$ cat src/rtl/alu_pipe.sv
// alu_pipe: registered WIDTH-bit ALU with valid/ready handshakes on both sides.
// Single-cycle ops (ADD/SUB/AND/OR/XOR/SHL/SHR) load the output register on the
// accept edge. MUL is a shift-add multiply that retires one multiplier bit per
// clock and lands its result WIDTH edges after accept.
//
// Handshake: a transfer happens on a rising edge where valid && ready are both
// high. The producer side is in_valid/in_ready and the consumer side is
// out_valid/out_ready. in_ready never depends on in_valid. While out_valid is
// high and out_ready is low, the output is held stable.
module alu_pipe #(
  parameter int WIDTH = 8
) (
  input  logic             clk,
  input  logic             rst_n,
  input  logic             in_valid,
  output logic             in_ready,
  input  logic [WIDTH-1:0] a,
  input  logic [WIDTH-1:0] b,
  input  logic [2:0]       sel,
  output logic             out_valid,
  input  logic             out_ready,
  output logic [WIDTH-1:0] result,
  output logic             carry,
  output logic             zero,
  output logic             neg,
  output logic             ovf,
  output logic             o_dbg_state
);
  localparam int SW  = $clog2(WIDTH);
  localparam int CW  = $clog2(WIDTH) + 1;
  localparam int MSB = WIDTH - 1;

  typedef enum logic { S_IDLE = 1'b0, S_BUSY = 1'b1 } state_t;

  state_t             r_state, w_state_next;
  logic               r_out_valid;
  logic [WIDTH-1:0]   r_result;
  logic               r_carry, r_zero, r_neg, r_ovf;
  logic [2*WIDTH-1:0] r_mcand, r_prod, w_prod_next;
  logic [WIDTH-1:0]   r_mplier;
  logic [CW-1:0]      r_cnt;

  logic               w_accept, w_drain, w_is_mul, w_mul_done;
  logic [WIDTH-1:0]   w_res;
  logic               w_c, w_v;
  logic [WIDTH:0]     w_sum, w_shl, w_shr;
  logic [SW-1:0]      w_amt;

  // Reset low also blocks acceptance so nothing is taken while held in reset.
  assign in_ready    = rst_n && (r_state == S_IDLE) && (!r_out_valid || out_ready);
  assign w_accept    = in_valid && in_ready;
  assign w_drain     = r_out_valid && out_ready;
  assign w_is_mul    = (sel == 3'b111);
  assign w_mul_done  = (r_state == S_BUSY) && (r_cnt == CW'(1));
  assign w_prod_next = r_prod + (r_mplier[0] ? r_mcand : '0);

  assign out_valid   = r_out_valid;
  assign result      = r_result;
  assign carry       = r_carry;
  assign zero        = r_zero;
  assign neg         = r_neg;
  assign ovf         = r_ovf;
  assign o_dbg_state = (r_state == S_BUSY);

  // Single-cycle datapath: result, carry and overflow for the presented opcode.
  always_comb begin
    w_res = '0;
    w_c   = 1'b0;
    w_v   = 1'b0;
    w_sum = '0;
    w_shl = '0;
    w_shr = '0;
    w_amt = b[SW-1:0];
    case (sel)
      3'b000: begin
        w_sum = {1'b0, a} + {1'b0, b};
        w_res = w_sum[WIDTH-1:0];
        w_c   = w_sum[WIDTH];
        w_v   = (a[MSB] == b[MSB]) && (w_res[MSB] != a[MSB]);
      end
      3'b001: begin
        // Bit WIDTH of the extended difference is the borrow (a < b).
        w_sum = {1'b0, a} - {1'b0, b};
        w_res = w_sum[WIDTH-1:0];
        w_c   = w_sum[WIDTH];
        w_v   = (a[MSB] != b[MSB]) && (w_res[MSB] != a[MSB]);
      end
      3'b010: w_res = a & b;
      3'b011: w_res = a | b;
      3'b100: w_res = a ^ b;
      3'b101: begin
        // The extra top bit catches the last bit shifted out (a[WIDTH-s]).
        w_shl = {1'b0, a} << w_amt;
        w_res = w_shl[WIDTH-1:0];
        w_c   = w_shl[WIDTH];
      end
      3'b110: begin
        // The extra bottom bit catches the last bit shifted out (a[s-1]).
        w_shr = {a, 1'b0} >> w_amt;
        w_res = w_shr[WIDTH:1];
        w_c   = w_shr[0];
      end
      default: ;
    endcase
  end

  // FSM next state: IDLE goes BUSY on a MUL accept, BUSY returns after WIDTH steps.
  always_comb begin
    w_state_next = r_state;
    case (r_state)
      S_IDLE: if (w_accept && w_is_mul) w_state_next = S_BUSY;
      S_BUSY: if (w_mul_done)           w_state_next = S_IDLE;
      default: w_state_next = S_IDLE;
    endcase
  end

  // FSM state register.
  always_ff @(posedge clk or negedge rst_n) begin
    if (!rst_n) r_state <= S_IDLE;
    else        r_state <= w_state_next;
  end

  // Multiplier: load operands on accept, then add/shift one multiplier bit per edge.
  always_ff @(posedge clk or negedge rst_n) begin
    if (!rst_n) begin
      r_mcand  <= '0;
      r_mplier <= '0;
      r_prod   <= '0;
      r_cnt    <= '0;
    end else if (w_accept && w_is_mul) begin
      r_mcand  <= {{WIDTH{1'b0}}, a};
      r_mplier <= b;
      r_prod   <= '0;
      r_cnt    <= CW'(WIDTH);
    end else if (r_state == S_BUSY) begin
      r_prod   <= w_prod_next;
      r_mcand  <= r_mcand << 1;
      r_mplier <= r_mplier >> 1;
      r_cnt    <= r_cnt - CW'(1);
    end
  end

  // Output register: load on single-cycle accept or multiply completion, else clear on drain.
  always_ff @(posedge clk or negedge rst_n) begin
    if (!rst_n) begin
      r_out_valid <= 1'b0;
      r_result    <= '0;
      r_carry     <= 1'b0;
      r_zero      <= 1'b0;
      r_neg       <= 1'b0;
      r_ovf       <= 1'b0;
    end else if (w_accept && !w_is_mul) begin
      r_out_valid <= 1'b1;
      r_result    <= w_res;
      r_carry     <= w_c;
      r_zero      <= (w_res == '0);
      r_neg       <= w_res[MSB];
      r_ovf       <= w_v;
    end else if (w_mul_done) begin
      r_out_valid <= 1'b1;
      r_result    <= w_prod_next[WIDTH-1:0];
      r_carry     <= |w_prod_next[2*WIDTH-1:WIDTH];
      r_zero      <= (w_prod_next[WIDTH-1:0] == '0);
      r_neg       <= w_prod_next[MSB];
      r_ovf       <= 1'b0;
    end else if (w_drain) begin
      r_out_valid <= 1'b0;
    end
  end
endmodule

$ cat config.mk
export PLATFORM = sky130hd
export DESIGN_NAME = alu_pipe
export DESIGN_NICKNAME = d
export VERILOG_FILES = /design/src/rtl/alu_pipe.sv
export SDC_FILE = /design/constraint.sdc
export NUM_CORES = 1
export LEC_CHECK = 0
export ABC_AREA = 1
export CORE_MARGIN = 8
export CORE_UTILIZATION = 50
export CTS_BUF_LIST = sky130_fd_sc_hd__clkbuf_8 sky130_fd_sc_hd__clkbuf_16
export CTS_CLUSTER_SIZE = 40
export DETAILED_ROUTE_END_ITERATION = 10
export PLACE_DENSITY_LB_ADDON = 0.2
export SYNTH_ARGS = -nofsm -noshare
export SYNTH_HDL_FRONTEND = slang
export SYNTH_SLANG_ARGS = --single-unit
$ cat constraint.sdc
create_clock -name clk -period 3.1 [get_ports clk]
set_clock_uncertainty 0.05 [all_clocks]
set_input_delay 0.62 -clock clk [delete_from_list [all_inputs] [get_ports clk]]
set_output_delay 0.62 -clock clk [all_outputs]
set_load 0.005 [all_outputs]
==> impl_metrics.json <==
{
  "status": "finished, final reports clean",
  "hold_buffers": 0,
  "path_cells": "clkdlybuf4s50_1 > inv_1 > ha_1 > fa_1 > inv_1 > nand2_1 > nand4_1 > nand2_1 > nor2_1 > nand3_1 > nor2_1 > nand3_1 > nor2_1 > nand2_1 > nand2_1 > nand2_1 > nand2_1",
  "worstSkewPairLatency_ns": 0.36,
  "tightest_slew_ns": 1.237,
  "rsz0062_at_grt": "false",
  "power_density_nw_per_um2": 617.8,
  "power.leakage_nw": 3.282,
  "cp-start-kind": "input pin",
  "worst_r2r_path_depth": 16,
  "grt_pass1_vias": 5315,
  "ant_nets": 0,
  "root_buffer": "clkbuf_8",
  "rows": 37,
  "end_kind": "flip-flop",
  "clock-sinks": 57,
  "nets": 939,
  "diodes": 0,
  "numCtsBuffers": 9,
  "peakVddDrop_v": 0.0004489,
  "grt_usage": 0.2351,
  "dieArea_sq_um": 13860,
  "syn_inst": 816,
  "drive_gt1_frac": 0.07877,
  "clkSlewWorstSetupHoldPaths_ns": 0.07,
  "cts_tree": "built",
  "r2r_end": "carry",
  "maxCapViolCount": 0,
  "async_flop_share": 1.000,
  "die_h_microns": 117.7,
  "tns_ns": 0,
  "final_design_area_no_fill_sq_um": 6035,
  "core_sq_um": 10180,
  "gp_congestion": 0.9678,
  "slowest_stage": "clkdlybuf4s50_1",
  "postLayoutCoreUtil": 0.5925,
  "crit_path_frequent_cell": "nand2_1",
  "antenna_found_initial": 0,
  "post_cts_buffers": 0,
  "ys_seq_elements": 57,
  "vias": 5576,
  "first_pass_iters": 5,
  "fin_ws_ns": 0.3461,
  "hold_viol": 0,
  "drt_iter0_drc": 567,
  "wl_per_cell_microns": 16.09,
  "drt_wl_total_microns": 16280,
  "max_stage_delay_ns": 0.49,
  "synth_commonest_cells": "259 x nand2_1, 104 x inv_1, 91 x nand3_1",
  "grt_pass1_wl_microns": 26740,
  "cp.required_ns": 3.34,
  "path_max_fanout": 3,
  "hpwl_microns": 13040,
  "synth_fp_nets": 884,
  "via_per_inst": 5.510,
  "synth_area_leaders": "dfrtp_1 28%, nand2_1 19%, ha_1 10%",
  "slew_viol_final": 0,
  "grt_max_degree": 58,
  "place_area_sq_um": 5839,
  "timing.rr.start": "r_mplier[0]",
  "r2r_slack_ns": 0.56,
  "yosysWarningCount": 0,
  "synth_ff_type": "dfrtp_1",
  "ioPinCount": 38,
  "synth_edf_count": 0,
  "htree_levels": 3,
  "die_w_microns": 117.7,
  "syn_area_sq_um": 5176,
  "yosysMostFrequentCell": "nand2_1",
  "cp_data_arrival_time_ns": 2.99,
  "cts_resized": 0,
  "synth.top_cell.area_share": 0.2756,
  "synth_area_leader_cell": "dfrtp_1",
  "ys_seq_area_frac": 0.2756,
  "initial_core_util": 0.5082,
  "clk_path_buf_depth": 2,
  "drc_errors": 0,
  "fin_crit_ns": 2.754,
  "dpl_worst_slack_ns": 0.04971,
  "area_growth_syn_to_layout_pct": 16.58,
  "worstSetupPathType": "input pin to flip-flop",
  "relSlewSlack": 0.1748,
  "hold_class": "input pin to async pin",
  "setup_viol": 0,
  "port_buffers": 37,
  "fin_crit_sh": 0.8883,
  "grt-ovfl-total": 0,
  "syn_area_per_cell_sq_um": 6.343,
  "ys_types": 39,
  "fmax_mhz": 363.1
}
==> cell families (layout without fill, tap and decap cells) <==
logic type               Yosys count  count (layout)  synth area share
flip-flops                        57              57            0.2756
AO/OA/AOI/OAI                    105             105            0.1194
adder cells (fa/ha/maj)           45              45            0.1131
XOR/XNOR                           9               9           0.01523
buffers and inverters            142             202            0.1085
AND/OR/NAND/NOR                  458             458            0.3681
==> worst max path at each step <==
stage               cells after the start  startpoint  slack, ns   end
detailed placement                     17        a[0]       0.05  zero
CTS                                    17        a[0]       0.40  zero
global route                           17        a[0]       0.20  zero
finish                                 17        a[0]       0.35  zero
global placement                       17        a[0]    -0.0008  zero
floorplan                              18        b[1]       0.78  zero
==> report_power, final <==
| group | switching, mW | internal (mW) |
|---|---|---|
| sequential | 0.201 | 1.04 |
| combinational | 1.07 | 0.707 |
| clock | 0.340 | 0.369 |
==> through the flow <==
stage,hold WS (ns),power [mW],cells
after floorplan,0.2744,2.350,816
after global placement,0.4125,2.965,996
after detailed placement,0.4150,3.004,996
after CTS,0.4061,3.720,1012
after global routing,0.4432,4.020,1012
final,0.3795,3.728,1012
==> layer usage <==
metal,wire length (microns),global-route usage,up-vias
li1,-,-,2726
met1,7603,0.3256,2579
met2,6881,0.3433,236
met3,1285,0.05276,35
met4,514,0.09928,0
met5,0,0,-
==> final cells by class <==
| class | count | area, sq um |
|---|---|---|
| timing repair buffer | 71 | 620.6 |
| multi-input combinational | 617 | 3191 |
| tap | 136 | 170.2 |
| clock buffer | 9 | 123.9 |
| sequential | 57 | 1426 |
| clock inverter | 7 | 71.32 |
| inverter | 115 | 431.7 |
| fill | 993 | 4150 |
==> cell usage in the layout, fill, tap and decap left out, types with 4 or more instances in the layout <==
cell	netlist	final
nand2_1	259	259
inv_1	104	104
nand3_1	91	91
nor2_1	79	78
dfrtp_1	57	57
ha_1	42	42
clkdlybuf4s50_1	0	36
o21ai_0	35	35
buf_4	3	34
a21oi_1	30	30
o211ai_1	15	15
nand4_1	12	12
inv_2	10	10
clkbuf_8	0	9
o22ai_1	7	7
xor2_1	6	6
nor2_2	4	5
nor3_1	5	5
a22o_1	4	4
==> sequential cells by signal, indices dropped and copies added, names as in the netlist <==
signal / count
r_mcand: 16
r_prod: 16
r_mplier: 8
result: 8
r_cnt: 4
carry: 1
o_dbg_state: 1
out_valid: 1
ovf: 1
zero: 1
==> critical path: cells and delay by family <==
family | cells | cell delay (ns)
adder cells (fa/ha/maj) | 2 | 0.66
buffers and inverters | 3 | 0.68
AND/OR/NAND/NOR | 12 | 1.03
No activity file was read; power rests on OpenSTA's default activity.
==> patch 1: new RTL, config.mk and constraints unchanged <==
Change the parameter `WIDTH` from 8 to 4.
--- a/src/rtl/alu_pipe.sv
+++ b/src/rtl/alu_pipe.sv
@@ -8,7 +8,7 @@
 // out_valid/out_ready. in_ready never depends on in_valid. While out_valid is
 // high and out_ready is low, the output is held stable.
 module alu_pipe #(
-  parameter int WIDTH = 8
+  parameter int WIDTH = 4
 ) (
   input  logic             clk,
   input  logic             rst_n,
Ports: changed (resized a, b and result); port bits go from 38 to 26. No check against the original RTL was run, so the function may have changed too.
==> patch 1 against the original RTL <==
  * Worst setup slack improved by 0.14 ns
  * Die area fell by 43%
  * Clock power shrank 45%
  * Sequential power is 45% lower
  * Design area is 49% lower
  * Global-route usage fell by 6.0 points
  * Synthesized area fell by 48%
  * Cell count down 53%
  * Sequential share of layout area is 2.3 points higher
  * Total power shrank 50%
  * First-iteration DRC count shrank 77%
  * Sequential cell count down 25
  * Routed wire length decreased by 61%
  * Critical endpoint is now in_ready
  * Highest routed layer unchanged
==> patch 1: results (changes against the original RTL) <==
[outcome]
status = complete, no violations

[synth]
synth_net_count = 422  ; -52%
post_synth_xor_xnor_area = 0.0196  ; +0.00439
synth-compound-area-share = 0.128  ; +0.00903
synth.top_cells.by_area = sky130_fd_sc_hd__dfrtp_1 (30%), sky130_fd_sc_hd__nand2_1 (13%), sky130_fd_sc_hd__ha_1 (10%)
post_synth_num_cell_types = 30  ; -23%
synthesis.instances = 382  ; -53%
synth_commonest_cells = sky130_fd_sc_hd__nand2_1 (92), sky130_fd_sc_hd__inv_1 (58), sky130_fd_sc_hd__nand3_1 (34)

[finish]
nFlopsAndLatches = 32  ; -44%
n_fill_cell = 531  ; -47%
multi_input_gates = 267  ; -57%
nets = 447  ; -52%
final-nonclk-buf-share = 0.0983  ; -0.00459
area_share_clock_buf_inv = 0.0349  ; +0.00257
final-seq-area_um2 = 801  ; -44%
multi_input_comb_area_mm2 = 0.00152  ; -52%
areaGrowthSynthToFinish_pct = 15.0
layout.non_clock_buffers = 32  ; -55%
registers_with_the_highest_flip_flop_counts = r_mcand x8, r_prod x8

[cts]
total_cts_buffers = 5  ; -4
worst_skew_pair.late_latency_ns = 0.28  ; -0.08 ns
h-tree-depth = 2  ; -1

[pwr]
power_density_mw_per_mm2 = 600  ; -2.8%
sequentialPowerShare = 0.368  ; +0.035
static-leakage-power_nw = 1.65  ; -50%
vdd.ir_drop.worst_mv = 0.247  ; -45%
power_switching_w = 0.000700  ; -57%
power_frac_clock = 0.209  ; +0.019

[floorplanning]
fp.dieW_um = 89.2  ; -24%

[detailed_routing]
drtPass1Iterations = 4  ; -1
post_drt_via_cell_ratio = 5.25  ; -4.7%
met2_length_um = 2890  ; -58%
route.layer.met1.wl_um = 3100  ; -59%
drt-total-wl_um = 6390  ; -61%
detailroute.wirelength.met3_um = 266  ; -79%
wl_per_instance_um = 13.4  ; -17%

[global_route]
grtUsageMet1 = 0.234  ; -0.0918
gr-usage-all-layers = 0.175  ; -0.0596
grt_pass1_vias = 2384  ; -55%
grt_start_max_net_pins = 34  ; -41%
grt_pass1_wl_um = 11000  ; -59%
met2_resource_use_gr = 0.284  ; -0.0598

[worst_setup_path]
timing.critical_path.arrival_ns = 1.94  ; -1.05 ns

[timing]
tightestPinTransition_ns = 0.480  ; -0.757 ns

[place]
dp_cells = 470  ; -53%
port_buffers = 25  ; -32%
placed_area_mm2 = 0.00297  ; -49%
detailedPlacementHpwl_um = 5020  ; -62%

[hold_path]
worstHoldPathType = reg2reg

==> patch 1: worst max-delay path: stages <==
cell and delay [ns]:
sky130_fd_sc_hd__clkdlybuf4s50_1 0.45, sky130_fd_sc_hd__inv_1 0.04, sky130_fd_sc_hd__nand2_2 0.09, sky130_fd_sc_hd__nand2_1 0.08, sky130_fd_sc_hd__nor2_1 0.13, sky130_fd_sc_hd__clkdlybuf4s50_1 0.53
==> patch 1: worst paths after layout <==
kind                       depth (start not counted)  slack, ns               endpoint                     from
hold / removal                                     1       0.45        ovf$_DFFE_PN0P_          ovf$_DFFE_PN0P_
max in group asynchronous                          2       1.98      carry$_DFFE_PN0P_                    rst_n
min in group asynchronous                          2       0.72  result[2]$_DFFE_PN0P_                    rst_n
setup / recovery                                   6       0.49               in_ready                out_ready
hold reg to reg                                    1       0.45        ovf$_DFFE_PN0P_          ovf$_DFFE_PN0P_
setup reg to reg                                  13       0.88      carry$_DFFE_PN0P_  r_mplier[0]$_DFFE_PN0P_
==> patch 2: new RTL, same settings <==
Made on the original files. Put a register stage on the output `o_dbg_state`, cleared by the reset. The value now appears one clock later. The other outputs are not delayed to match.
--- a/src/rtl/alu_pipe.sv
+++ b/src/rtl/alu_pipe.sv
@@ -60,7 +60,13 @@
   assign zero        = r_zero;
   assign neg         = r_neg;
   assign ovf         = r_ovf;
-  assign o_dbg_state = (r_state == S_BUSY);
+  always_ff @(posedge clk or negedge rst_n) begin
+    if (!rst_n) begin
+      o_dbg_state <= '0;
+    end else begin
+      o_dbg_state <= (r_state == S_BUSY);
+    end
+  end
 
   // Single-cycle datapath: result, carry and overflow for the presented opcode.
   always_comb begin
Function: changed (a bounded check fails within 4 cycles, from zero or initial values and one cycle with rst_n low).
==> patch 2 against the original RTL <==
  * Synthesized cell count rose by 5.0%
  * Total power down 6.5%
  * Die area up 4.0%
  * Maximum frequency increased by 2.4%
  * Critical path depth is 3 lower
  * Core utilization is 1.0 points lower
  * Sequential cell count increased by 1
  * Routed wire length grew 0.99%
  * Worst setup slack better by 0.063 ns
  * Design area up 3.3%
  * Count of clock-buffer cells in the layout increased by 2
  * Synthesized area grew 4.6%
  * Clock power decreased by 18%
  * Highest routed layer unchanged
==> patch 2: results (changes against the original RTL) <==
[finish]
nets = 981  ; +4.5%
drive_above_1_share = 0.0820  ; +0.00320
antenna_cells = 0  ; unchanged
registers_with_the_highest_flip_flop_counts = r_mcand x16, r_prod x16

[global_route]
gr-usage-all-layers = 0.230  ; -0.00516
grt_pass1_wl_um = 26800  ; +0.34%
grt_pass1_vias = 5595  ; +5.3%
grt_start_max_net_pins = 50  ; -14%
antenna_violations_before_repair = 0  ; unchanged

[synth]
synthesis.instances = 857  ; +5.0%
synth-async-reset-ratio = 1.00  ; unchanged
seq_area_frac_synth = 0.268  ; -0.00760
post_synth_num_cell_types = 36  ; -7.7%
synth_commonest_cells = sky130_fd_sc_hd__nand2_1 (280), sky130_fd_sc_hd__inv_1 (130), sky130_fd_sc_hd__nand3_1 (110)
synth_net_count = 925  ; +4.6%
postSynth.topFlopCell = sky130_fd_sc_hd__dfrtp_1
synth.top_cells.by_area = sky130_fd_sc_hd__dfrtp_1 (27%), sky130_fd_sc_hd__nand2_1 (19%), sky130_fd_sc_hd__nand3_1 (10%)
ys.warnings.count = 0  ; unchanged

[detailed_routing]
wl_per_instance_um = 15.6  ; -3.1%
starting_drc_count_in_detailed_routing = 398  ; -30%
drt-total-wl_um = 16400  ; +0.99%
post_drt_via_cell_ratio = 5.40  ; -2.1%
drtPass1Iterations = 5  ; unchanged

[worst_setup_path]
rr_endpoint = carry$_DFFE_PN0P_
rr_startpoint = r_mplier[0]$_DFFE_PN0P_
critPathTopFamily = simple AND/OR/NAND/NOR gates
timing.critical_path.arrival_ns = 2.90  ; -0.09 ns
worst-r2r-setup-slack_ns = 0.52  ; -0.04 ns
timing.critical_path.slowest_cell_delay_ns = 0.51  ; +0.02 ns
path_max_fanout = 3  ; unchanged
ff2ff_path_depth = 16  ; unchanged
crit_slowest_cell = sky130_fd_sc_hd__fa_1

[cts]
total_cts_buffers = 9  ; unchanged
h-tree-depth = 3  ; unchanged
number_of_setup_buffers_added_after_cts = 0  ; unchanged
worst_skew_pair.late_latency_ns = 0.33  ; -0.03 ns
cts_repair_resize_count = 0  ; unchanged
ctsLongestPathBuffers = 2  ; unchanged
clkTransAtPathRegs_ns = 0.06
ctsRootBufferMaster = sky130_fd_sc_hd__clkbuf_8

[place]
port_buffers = 37  ; unchanged
dp_cells = 1042  ; +4.6%
finalWeightedCongestion = 0.986  ; +1.9%
detailedPlacementHpwl_um = 13400  ; +2.7%
placed_area_mm2 = 0.00607  ; +4.0%

[timing]
tightestPinTransition_ns = 0.608  ; -0.629 ns

[pwr]
vdd.ir_drop.worst_mv = 0.296  ; -34%
static-leakage-power_nw = 3.53  ; +7.5%

[hold_path]
worstHoldPathType = in2async

[flow_run]
maxCapViolCount = 0  ; unchanged

[outcome]
status = complete, no violations

[patch 2: worst max path at each step]
stage	from	endpoint	slack [ns]	cells past startpoint
6_report	a[0]	zero$_DFFE_PN0P_	0.41	14
5_1_grt	a[0]	zero$_DFFE_PN0P_	0.21	14
4_1_cts	a[0]	zero$_DFFE_PN0P_	0.45	14
3_5_place_dp	a[0]	zero$_DFFE_PN0P_	0.11	14
3_3_place_gp	a[0]	zero$_DFFE_PN0P_	0.18	15
2_1_floorplan	r_mplier[0]$_DFFE_PN0P_	zero$_DFFE_PN0P_	0.88	14
[patch 2: cell families after synthesis]
group / share of synthesized area
and+or+nand+nor: 0.397
buffers and inverters: 0.126
AOI/OAI and AO/OA: 0.0887
DFF: 0.268
adders and majority gates: 0.108
xor gates and xnor gates: 0.0129
[patch 2: power by group]
part / switching (W) / internal [W]
logic: 0.000989 / 0.000687
registers: 0.000202 / 0.00103
clock network: 0.000264 / 0.000314
total: 0.00145 / 0.00203
[patch 2: final cells by class]
cell class | instances | area, um2
Tap cell | 140 | 175
Sequential cell | 58 | 1450
Clock inverter | 2 | 7.51
Inverter | 138 | 523
Timing Repair Buffer | 73 | 636
Fill cell | 1077 | 4470
Multi-Input combinational cell | 633 | 3290
Clock buffer | 11 | 151
[patch 2: per-layer routing]
metal  part of all wire  GRT usage  up-vias
li1                   -          -     2828
met1               0.41      0.263     2654
met2               0.50      0.410      163
met3              0.037     0.0240       47
met4              0.048      0.130        0
met5                  0          0        -
[patch 2: stage by stage]
step	hold WS, ns	worst slack (ns)
detailed placement	0.424	0.107
CTS	0.120	0.455
floorplan	0.274	0.881
global route	0.129	0.206
global placement	0.416	0.180
finish	0.122	0.410
